### src/rtl/fir_pkg.sv
// Shared types for the FIR input feeder.
// Sample type and feeder FSM encoding.
package fir_pkg;

  localparam int FIR_DATA_WIDTH = 24;

  typedef logic [FIR_DATA_WIDTH-1:0] sample_t;

  typedef enum logic [1:0] {
    IDLE  = 2'd0,
    RUN   = 2'd1,
    FLUSH = 2'd2,
    DONE  = 2'd3
  } feeder_state_t;

endpackage

### src/rtl/fir_sample_feeder_if.sv
// Host sample stream into the feeder.
// valid/ready handshake with a two's complement payload.
interface fir_sample_feeder_if #(
  parameter int DATA_WIDTH = fir_pkg::FIR_DATA_WIDTH
);

  logic                  s_valid;
  logic [DATA_WIDTH-1:0] s_data;
  logic                  s_ready;

  modport master (
    output s_valid,
    output s_data,
    input  s_ready
  );

  modport slave (
    input  s_valid,
    input  s_data,
    output s_ready
  );

endinterface

### src/rtl/fir_sample_feeder_fifo.sv
// Synchronous FIFO buffering host samples.
// Head is read combinationally; count is registered.
module sync_fifo #(
  parameter int DATA_WIDTH = 24,
  parameter int FIFO_DEPTH = 16
) (
  input  logic                          i_clk,
  input  logic                          i_rst,
  input  logic                          i_wr,
  input  logic [DATA_WIDTH-1:0]         i_wdata,
  input  logic                          i_rd,
  output logic [DATA_WIDTH-1:0]         o_rdata,
  output logic                          o_full,
  output logic                          o_empty,
  output logic [$clog2(FIFO_DEPTH):0]   o_level
);

  localparam int AW = $clog2(FIFO_DEPTH);

  logic [DATA_WIDTH-1:0] mem [FIFO_DEPTH];
  logic [AW-1:0]         wr_ptr;
  logic [AW-1:0]         rd_ptr;
  logic [AW:0]           count;
  logic                  wr_ok;
  logic                  rd_ok;

  assign o_full  = (count == (AW+1)'(FIFO_DEPTH));
  assign o_empty = (count == '0);
  assign o_level = count;
  assign o_rdata = mem[rd_ptr];
  assign wr_ok   = i_wr && !o_full;
  assign rd_ok   = i_rd && !o_empty;

  always_ff @(posedge i_clk) begin
    if (!i_rst) begin
      wr_ptr <= '0;
      rd_ptr <= '0;
      count  <= '0;
    end else begin
      if (wr_ok) wr_ptr <= wr_ptr + 1'b1;
      if (rd_ok) rd_ptr <= rd_ptr + 1'b1;
      unique case ({wr_ok, rd_ok})
        2'b10:   count <= count + 1'b1;
        2'b01:   count <= count - 1'b1;
        default: count <= count;
      endcase
    end
  end

  // Storage is not reset; pointers alone define validity.
  always_ff @(posedge i_clk) begin
    if (wr_ok) mem[wr_ptr] <= i_wdata;
  end

endmodule

### src/rtl/fir_sample_feeder.sv
// Paces buffered host samples into the FIR at a set rate,
// then sends FLUSH_LEN zeros so the filter tail drains.
module fir_sample_feeder
  import fir_pkg::*;
#(
  parameter int DATA_WIDTH = FIR_DATA_WIDTH,
  parameter int FIFO_DEPTH = 16,
  parameter int FLUSH_LEN  = 128,
  parameter int DIV_WIDTH  = 16,
  parameter int LEN_WIDTH  = 16
) (
  input  logic                        i_clk,
  input  logic                        i_rst,
  fir_sample_feeder_if.slave          s,
  input  logic                        i_start,
  input  logic [DIV_WIDTH-1:0]        i_rate_div,
  input  logic [LEN_WIDTH-1:0]        i_burst_len,
  output logic                        o_en,
  output logic [DATA_WIDTH-1:0]       o_dout,
  output logic                        o_busy,
  output logic                        o_done,
  output logic                        o_underrun,
  output logic [$clog2(FIFO_DEPTH):0] o_level
);

  localparam int FCW = $clog2(FLUSH_LEN + 1);
  localparam logic [FCW-1:0] FLUSH_LAST = FCW'(FLUSH_LEN - 1);

  feeder_state_t state_q;
  feeder_state_t state_d;

  logic [DIV_WIDTH-1:0]  div_q;
  logic [DIV_WIDTH-1:0]  rate_q;
  logic [LEN_WIDTH-1:0]  len_q;
  logic [LEN_WIDTH-1:0]  burst_q;
  logic [FCW-1:0]        flush_q;

  logic                  full;
  logic                  empty;
  logic [DATA_WIDTH-1:0] head;
  logic                  start_ok;
  logic                  pacing;
  logic                  tick;
  logic                  rd;

  assign start_ok = i_start && (state_q == IDLE);
  assign pacing   = (state_q == RUN) || (state_q == FLUSH);
  assign tick     = pacing && (rate_q == '0);
  assign rd       = tick && (state_q == RUN) && !empty;

  assign s.s_ready = !full;
  assign o_busy    = (state_q != IDLE);
  assign o_done    = (state_q == DONE);

  sync_fifo #(
    .DATA_WIDTH (DATA_WIDTH),
    .FIFO_DEPTH (FIFO_DEPTH)
  ) u_fifo (
    .i_clk   (i_clk),
    .i_rst   (i_rst),
    .i_wr    (s.s_valid),
    .i_wdata (s.s_data),
    .i_rd    (rd),
    .o_rdata (head),
    .o_full  (full),
    .o_empty (empty),
    .o_level (o_level)
  );

  always_comb begin
    state_d = state_q;
    unique case (state_q)
      IDLE: begin
        if (start_ok)
          state_d = (i_burst_len == '0) ? FLUSH : RUN;
      end
      RUN: begin
        if (tick && (burst_q == len_q - 1'b1))
          state_d = FLUSH;
      end
      FLUSH: begin
        if (tick && (flush_q == FLUSH_LAST))
          state_d = DONE;
      end
      DONE:    state_d = IDLE;
      default: state_d = IDLE;
    endcase
  end

  always_ff @(posedge i_clk) begin
    if (!i_rst) begin
      state_q    <= IDLE;
      div_q      <= '0;
      rate_q     <= '0;
      len_q      <= '0;
      burst_q    <= '0;
      flush_q    <= '0;
      o_en       <= 1'b0;
      o_dout     <= '0;
      o_underrun <= 1'b0;
    end else begin
      state_q <= state_d;
      o_en    <= tick;
      o_dout  <= rd ? head : '0;
      if (start_ok) begin
        div_q      <= i_rate_div;
        rate_q     <= i_rate_div;
        len_q      <= i_burst_len;
        burst_q    <= '0;
        flush_q    <= '0;
        o_underrun <= 1'b0;
      end else if (tick) begin
        rate_q <= div_q;
        if (state_q == RUN) begin
          burst_q <= burst_q + 1'b1;
          // An empty FIFO still consumes a burst slot.
          if (empty) o_underrun <= 1'b1;
        end
        if (state_q == FLUSH) flush_q <= flush_q + 1'b1;
      end else if (pacing) begin
        rate_q <= rate_q - 1'b1;
      end
    end
  end

endmodule

### src/flat_wrapper.sv
// flat-port wrapper written by rule: the top's interface ports become plain ports
module fir_sample_feeder_flat import fir_pkg::*;
#(
  parameter int DATA_WIDTH = FIR_DATA_WIDTH,
  parameter int FIFO_DEPTH = 16,
  parameter int FLUSH_LEN  = 128,
  parameter int DIV_WIDTH  = 16,
  parameter int LEN_WIDTH  = 16
)
  (i_clk, i_rst, i_start, i_rate_div, i_burst_len, o_en, o_dout, o_busy, o_done, o_underrun, o_level, s_s_valid, s_s_data, s_s_ready);
  fir_sample_feeder_if #(.DATA_WIDTH(DATA_WIDTH)) s_i ();
  input  logic i_clk;
  input  logic i_rst;
  input  logic i_start;
  input  logic [DIV_WIDTH-1:0] i_rate_div;
  input  logic [LEN_WIDTH-1:0] i_burst_len;
  output logic o_en;
  output logic [DATA_WIDTH-1:0] o_dout;
  output logic o_busy;
  output logic o_done;
  output logic o_underrun;
  output logic [$clog2(FIFO_DEPTH):0] o_level;
  input wire logic [$bits(s_i.s_valid)-1:0] s_s_valid;
  input wire logic [$bits(s_i.s_data)-1:0] s_s_data;
  output wire logic [$bits(s_i.s_ready)-1:0] s_s_ready;
  assign s_i.s_valid = s_s_valid;
  assign s_i.s_data = s_s_data;
  assign s_s_ready = s_i.s_ready;
  fir_sample_feeder #(.DATA_WIDTH(DATA_WIDTH), .FIFO_DEPTH(FIFO_DEPTH), .FLUSH_LEN(FLUSH_LEN), .DIV_WIDTH(DIV_WIDTH), .LEN_WIDTH(LEN_WIDTH)) u_core (.i_clk(i_clk), .i_rst(i_rst), .s(s_i), .i_start(i_start), .i_rate_div(i_rate_div), .i_burst_len(i_burst_len), .o_en(o_en), .o_dout(o_dout), .o_busy(o_busy), .o_done(o_done), .o_underrun(o_underrun), .o_level(o_level));
endmodule
### config.mk
export PLATFORM = sky130hd
export DESIGN_NAME = fir_sample_feeder_flat
export DESIGN_NICKNAME = d
export VERILOG_FILES = /design/src/rtl/fir_pkg.sv /design/src/rtl/fir_sample_feeder_if.sv /design/src/rtl/fir_sample_feeder_fifo.sv /design/src/rtl/fir_sample_feeder.sv /design/src/flat_wrapper.sv
export SDC_FILE = /design/constraint.sdc
export NUM_CORES = 1
export LEC_CHECK = 0
export ABC_AREA = 1
export BUFFER_PORTS_ARGS = -buffer_cell sky130_fd_sc_hd__clkbuf_2
export CORE_MARGIN = 5
export CORE_UTILIZATION = 64
export CTS_BUF_LIST = sky130_fd_sc_hd__clkbuf_4 sky130_fd_sc_hd__clkbuf_8
export DETAILED_ROUTE_END_ITERATION = 6
export PLACE_DENSITY = 0.83
export SYNTH_ARGS = -nofsm -noshare
export SYNTH_HDL_FRONTEND = slang
export SYNTH_SLANG_ARGS = --single-unit
### constraint.sdc
create_clock -name i_clk -period 3.8 [get_ports i_clk]
set_clock_uncertainty 0.2 [all_clocks]
set_input_delay 0 -clock i_clk [delete_from_list [all_inputs] [get_ports i_clk]]
set_output_delay 0 -clock i_clk [all_outputs]
set_load 0.01 [all_outputs]
==> flow_summary.ini, run 1 <==
[worst_setup_path]
worstSetupEndpoint = u_core.rate_q[8]$_SDFFE_PN0P_
cp_max_fo = 31
r2r-start = u_core.state_q[0]$_SDFFE_PN0P_
crit_buf_inv = 5
cpPeakStageDelay_ns = 0.67
cp.depth = 10
critPathKind = flip-flop to flip-flop
cpLargestDelayFamily = buffers and inverters
rrSetupSlack_ns = 0.36
r2r-end = u_core.rate_q[8]$_SDFFE_PN0P_
critPathLaunch = u_core.state_q[0]$_SDFFE_PN0P_
end_kind = flip-flop
arrival_ns = 3.81
cp-start-kind = flip-flop
cp_data_required_time_ns = 4.17
timing.reg2reg.worst_path_depth = 10
crit_top_cell = inv_1
crit_chain = inv_1 -> ha_1 -> nand2_1 -> inv_1 -> buf_4 -> nor2_1 -> inv_1 -> o21ai_0 -> a31oi_1 -> dlygate4sd3_1
cp_slowest_cell = inv_1

[detailed_routing]
wl_per_cell_um = 21.11
first_pass_iters = 6
via_count = 15491
drc = 0
drt-total-wl_mm = 52.24
via_per_inst = 6.262
ant_nets = 0
drt_iter0_markers = 1933

[clock_tree]
cts_setup_buffers = 0
clockBufferDepth = 3
cts_buffers = 78
cts_tree = yes
clkTransAtPathRegs_ns = 0.07
cts_max_level = 3
clock_latency_ns = 0.62
holdBufCountCts = 86
cts_resized = 0
clock-sinks = 497
cts_root_buf = clkbuf_8

[die]
core_area_um2 = 31470
die_w_um = 188.1
io_pins = 94
fp-row-count = 65
dieHeight_um = 188.1
dieArea_um2 = 35380
initial_core_util_pct = 64.50

[timing]
min_period_over_period_pct = 90.49
max_freq_ghz = 0.2908
worst_slack_ns = 0.3612
worstMarginPinSlew_ns = 1.149
max-slew-margin-rel_pct = 23.26
min_period_ns = 3.439
hold_viol = 0
setup-tns-final_ns = 0
rsz0062_at_grt = no
drv_slew = 0
setup_viol = 0

[global_routing]
groute.usage.overall_pct = 28.90
grt_pass1_wl_mm = 81.06
antenna_found_initial = 0
grt.overflow.total = 0
grt_start_max_net_pins = 91
grt_pass1_vias = 15185

[layout]
final_core_util_pct = 75.38
antennaDiodeCount = 0
fin_nets = 2087
fill_cells = 1887
drive_above_1_share_pct = 14.77
seq_area_um2 = 13800
multi_input_area_um2 = 5886
syn_to_final_growth_pct = 16.86

[power]
power_density_nw_per_um2 = 537.2
ir_drop_mv = 0.5083
p_leak_uw = 0.008654

[placed_design]
dpl_worst_slack_ns = 0.4755
dp_hpwl_mm = 28.51
port_buffers = 93
gp_congestion = 0.8683

[logic_synthesis]
synth_most_common_cell = edfxtp_1
ys_types = 48
ys_ff_latch = 497
synth_area_leaders = edfxtp_1 (57%), dfxtp_1 (11%), o21ai_0 (5.5%)
synth_edf_count = 384
async_flop_share_pct = 0
syn_area_um2 = 20300
yosys.area.top_type_share_pct = 56.80
yosys_warnings = 0
syn_area_per_cell_um2 = 11.18
synth_common_cells = edfxtp_1 (384), nor2_1 (251), nand2_1 (228)
syn-num-nets = 1895
netlist_instances = 1816
synth_largest_area_cell = edfxtp_1
synth_ff_type = edfxtp_1
ys_seq_area_share_pct = 67.94

[flow_run]
maxCapViolCount = 0

[status]
status = complete, no violations

[worst_hold_path]
hp-start = i_burst_len[15]
worstHoldPathType = input port to flip-flop
[layer usage]
layer | global-route usage, % | vias up | wire length (µm)
met1 | 38.53 | 7350 | 19850
li1 | - | 6930 | -
met3 | 5.231 | 184 | 5123
met4 | 12.42 | 0 | 1978
met5 | 0 | - | 0
met2 | 47.22 | 1027 | 25290
[sequential cells by signal, indices dropped and copies added, names as in the netlist]
register and count:
u_core.len_q 16, u_core.u_fifo.wr_ptr 4, u_core.flush_q 8, u_core.rate_q 16, u_core.o_underrun 1, u_core.burst_q 16, u_core.u_fifo.o_level 5, u_core.div_q 16
u_core.state_q 2, u_core.o_dout 24, u_core.u_fifo.rd_ptr 4, u_core.u_fifo.mem 384, u_core.o_en 1
[cells in the final DEF (no fill, tap or decap), types with 6 or more instances in the layout]
master and n:
xor2_1 17, o221ai_1 36, nor3_1 15, inv_1 85, clkinv_1 14, nor2_4 16, clkinv_2 7, clkbuf_2 93
dfxtp_1 111, o21ai_0 223, clkbuf_4 31, nand2_1 228, o22ai_1 33, a21oi_1 112, a211oi_1 11, nand4_1 24
nor4_1 6, a31oi_1 20, o21ai_1 6, nand3_1 60, a221oi_1 11, dlygate4sd3_1 86, nor2_2 11, ha_1 18
edfxtp_1 384, buf_4 26, xnor2_1 11, inv_2 6, nor2_1 235, clkbuf_8 86
[metrics by stage]
stage / power [µW] / instances / hold WS, ns / cell area (µm²)
after floorplan: 7524 / 1816 / -0.1011 / 20300
after global placement: 7902 / 2244 / 0.04193 / 21240
after detailed placement: 7961 / 2244 / 0.04713 / 21240
after CTS: 12610 / 2474 / 0.001964 / 23720
after global routing: 13240 / 2474 / 0.03560 / 23720
final: 12750 / 2474 / 0.02991 / 23720
[worst min-delay path, stage by stage]
cell and delay [ns]:
dlygate4sd3_1 0.53, clkbuf_2 0.12, o21ai_0 0.08, nor2_1 0.08
[cells by family (layout without fill, tap and decap cells)]
kind of cell	after synthesis	count (layout)	synth area share, %
AOI/OAI and AO/OA	463	463	12.91
buffers and inverters	189	445	3.513
xor gates and xnor gates	28	28	1.208
DFF	497	497	67.94
adders and majority gates	19	19	1.208
and+or+nand+nor	620	620	13.22
[power by group]
part	internal (µW)	total, µW	switching, µW
logic	646	1870	1230
clock network	2540	4630	2080
registers	6060	6250	188
[cell type report]
class                      count  share of cell area, %
multi-input combinational   1130                  24.81
clock inverter                27                 0.8597
sequential                   497                  58.16
timing repair buffer         207                  6.582
clock buffer                 117                  5.970
inverter                      94                  1.498
tap                          402                  2.120
[worst min-delay path by stage]
| stage | to | slack [ns] | depth (start not counted) |
|---|---|---|---|
| 2_1_floorplan | u_core.u_fifo.mem[0][0]$_DFFE_PP_ | -0.10 | 0 |
| 3_3_place_gp | u_core.div_q[0]$_SDFFE_PN0P_ | 0.04 | 3 |
| 3_5_place_dp | u_core.div_q[0]$_SDFFE_PN0P_ | 0.05 | 3 |
| 4_1_cts | u_core.len_q[12]$_SDFFE_PN0P_ | 0.002 | 4 |
| 5_1_grt | u_core.len_q[15]$_SDFFE_PN0P_ | 0.04 | 4 |
| 6_report | u_core.len_q[15]$_SDFFE_PN0P_ | 0.03 | 4 |
Power figures use the tool's default switching activity.
==> run 2: changes to the inputs <==
CORE_UTILIZATION = 66   (was 64)
PLACE_DENSITY = 0.95   (was 0.83)
clock period = 4.3 ns   (was 3.8 ns; I/O delays follow)
==> flow_summary.ini, run 2 (synthesized netlist as in run 1, its figures left out) <==
[die]
die_w_um = 185.4
core_area_um2 = 30510
fp-row-count = 64
initial_core_util_pct = 66.54
dieArea_um2 = 34370
io_pins = 94
dieHeight_um = 185.4

[timing]
max-slew-margin-rel_pct = 33.14
setup-tns-final_ns = 0
rsz0062_at_grt = no
whs_ns = 0.04893
setup_viol = 0
drv_slew = 0
hold_viol = 0
min_period_ns = 3.447
worst_slack_ns = 0.8529
min_period_over_period_pct = 80.17
worstMarginPinSlew_ns = 1.003
max_freq_ghz = 0.2901

[placed_design]
port_buffers = 93
dpl_cell_area_um2 = 21230
dpl_worst_slack_ns = 0.9155
gp_congestion = 0.8919
dp_hpwl_mm = 30.71

[worst_setup_path]
crit_top_cell = ha_1
cp_slowest_cell = dfxtp_1
critPathKind = flip-flop to flip-flop
cpLargestDelayFamily = adder cells
end_kind = flip-flop
crit_buf_inv = 2
cpPeakStageDelay_ns = 0.40
crit_chain = inv_1 -> ha_1 -> nand3_1 -> nor3_1 -> nand3_1 -> nor2_2 -> inv_2 -> nor2_4 -> ha_1 -> ha_1 -> a21o_1 -> a31oi_1 -> o21ai_0 -> a21o_1 -> o21ai_0 -> a21oi_1
cp-start-kind = flip-flop
cp.depth = 16
arrival_ns = 3.73
timing.reg2reg.worst_path_depth = 16
cp_data_required_time_ns = 4.59
cp_max_fo = 6

[power]
seqPwrFrac_pct = 48.2
p_leak_uw = 0.008664
power_density_nw_per_um2 = 485.1
clkPwrFrac_pct = 37.6
ir_drop_mv = 0.4482
internal_power_uw = 8274
comb_power_share_pct = 14.2
power_switching_share_pct = 27.87
p_switching_uw = 3197

[detailed_routing]
via_count = 16798
via_per_inst = 6.828
drt_iter0_markers = 2980
first_pass_iters = 7
drt-total-wl_mm = 61.57
wl_per_cell_um = 25.03
drc = 2
ant_nets = 0

[global_routing]
grt_pass1_vias = 16634
grt_pass1_wl_mm = 92.23
top_usage_layer = met2
groute.usage.overall_pct = 35.24
antenna_found_initial = 0
grtUsageMet2_pct = 57.88
use_met1_pct = 42.32
grt_start_max_net_pins = 100
met3_usage_pct = 8.877
grt.overflow.total = 0

[layout]
layout_common_cells = edfxtp_1 (384), nor2_1 (235), nand2_1 (228)
fin_nets = 2083
reg_top3 = u_core.u_fifo.mem: 384 flops, u_core.o_dout: 24 flops
largest_register = u_core.u_fifo.mem
drive_above_1_share_pct = 15.21
syn_to_final_growth_pct = 16.48
final_area_um2 = 23650
largest_reg_flops = 384
final_core_util_pct = 77.51
antennaDiodeCount = 0
final_common_cell = edfxtp_1

[worst_hold_path]
worstHoldPathType = input port to flip-flop
min_delay_path_depth = 4

[clock_tree]
cts_max_level = 3
clkTransAtPathRegs_ns = 0.07
cts_root_buf = clkbuf_8
cts_tree = yes
clock_latency_ns = 0.64
clockBufferDepth = 3
cts_setup_buffers = 0
cts_buffers = 78
cts_resized = 0
clock-sinks = 497

[status]
status = finished with violations
violations = design-rule violations

[flow_run]
maxCapViolCount = 0
## run 2: cell types whose count changed in the layout (fill, tap and decap cells not counted)
| cell | change |
|---|---|
| dlygate4sd3_1 | -11 |
| nor2_2 | +10 |
| nor2_4 | -10 |
| buf_4 | +8 |
| clkinv_1 | -5 |
| bufinv_16 | +2 |
| clkbuf_4 | -2 |
| buf_12 | -1 |
| clkinvlp_4 | +1 |
| inv_12 | +1 |
| inv_2 | -1 |
| inv_4 | -1 |
| inv_8 | +1 |
## run 2: final timing paths
path,startpoint,to,slack [ns]
worst max-delay path,u_core.state_q[0]$_SDFFE_PN0P_,u_core.u_fifo.o_level[4]$_SDFFE_PN0P_,0.85
worst min-delay path,i_burst_len[10],u_core.len_q[10]$_SDFFE_PN0P_,0.05
worst max register to register,u_core.state_q[0]$_SDFFE_PN0P_,u_core.u_fifo.o_level[4]$_SDFFE_PN0P_,0.85
worst min register to register,u_core.div_q[13]$_SDFFE_PN0P_,u_core.div_q[13]$_SDFFE_PN0P_,0.27
## run 2: cell type report
type,count,area (µm²)
Clock buffer,115,1401
Clock inverter,25,270.3
Fill cell,1503,6862
Inverter,94,355.3
Multi-Input combinational cell,1130,5836
Sequential cell,497,13800
Tap cell,396,495.5
Timing Repair Buffer,203,1491
## run 2: routing by layer
layer | vias to the layer above | wire length [µm]
li1 | 6916 | -
met1 | 7748 | 19460
met2 | 1703 | 29510
met3 | 431 | 8302
met4 | 0 | 4290
met5 | - | 0
## run 2: worst min-delay path: stages
cell,delay (ns)
dlygate4sd3_1,0.52
clkbuf_2,0.11
o21ai_0,0.08
nor2_1,0.10
## run 2: timing repair
item | 4_1_cts | 5_1_grt
endpoints found under the hold margin | 445 | 0
hold buffers | 75 | 0
setup endpoints to repair | 0 | 0
## run 2: power groups by stage
stage	combinational (µW)	sequential (µW)	clock [µW]
finish	1630	5520	4310
detailed placement	1430	5610	0
global route	1780	5540	4510
global placement	1370	5590	0
floorplan	1080	5570	0
CTS	1530	5510	4260
## run 2: metrics by stage
| stage | total power (µW) | cells |
|---|---|---|
| 2_1_floorplan | 6649 | 1816 |
| 3_3_place_gp | 6955 | 2245 |
| 3_5_place_dp | 7039 | 2245 |
| 4_1_cts | 11300 | 2460 |
| 5_1_grt | 11830 | 2460 |
| 6_report | 11470 | 2460 |
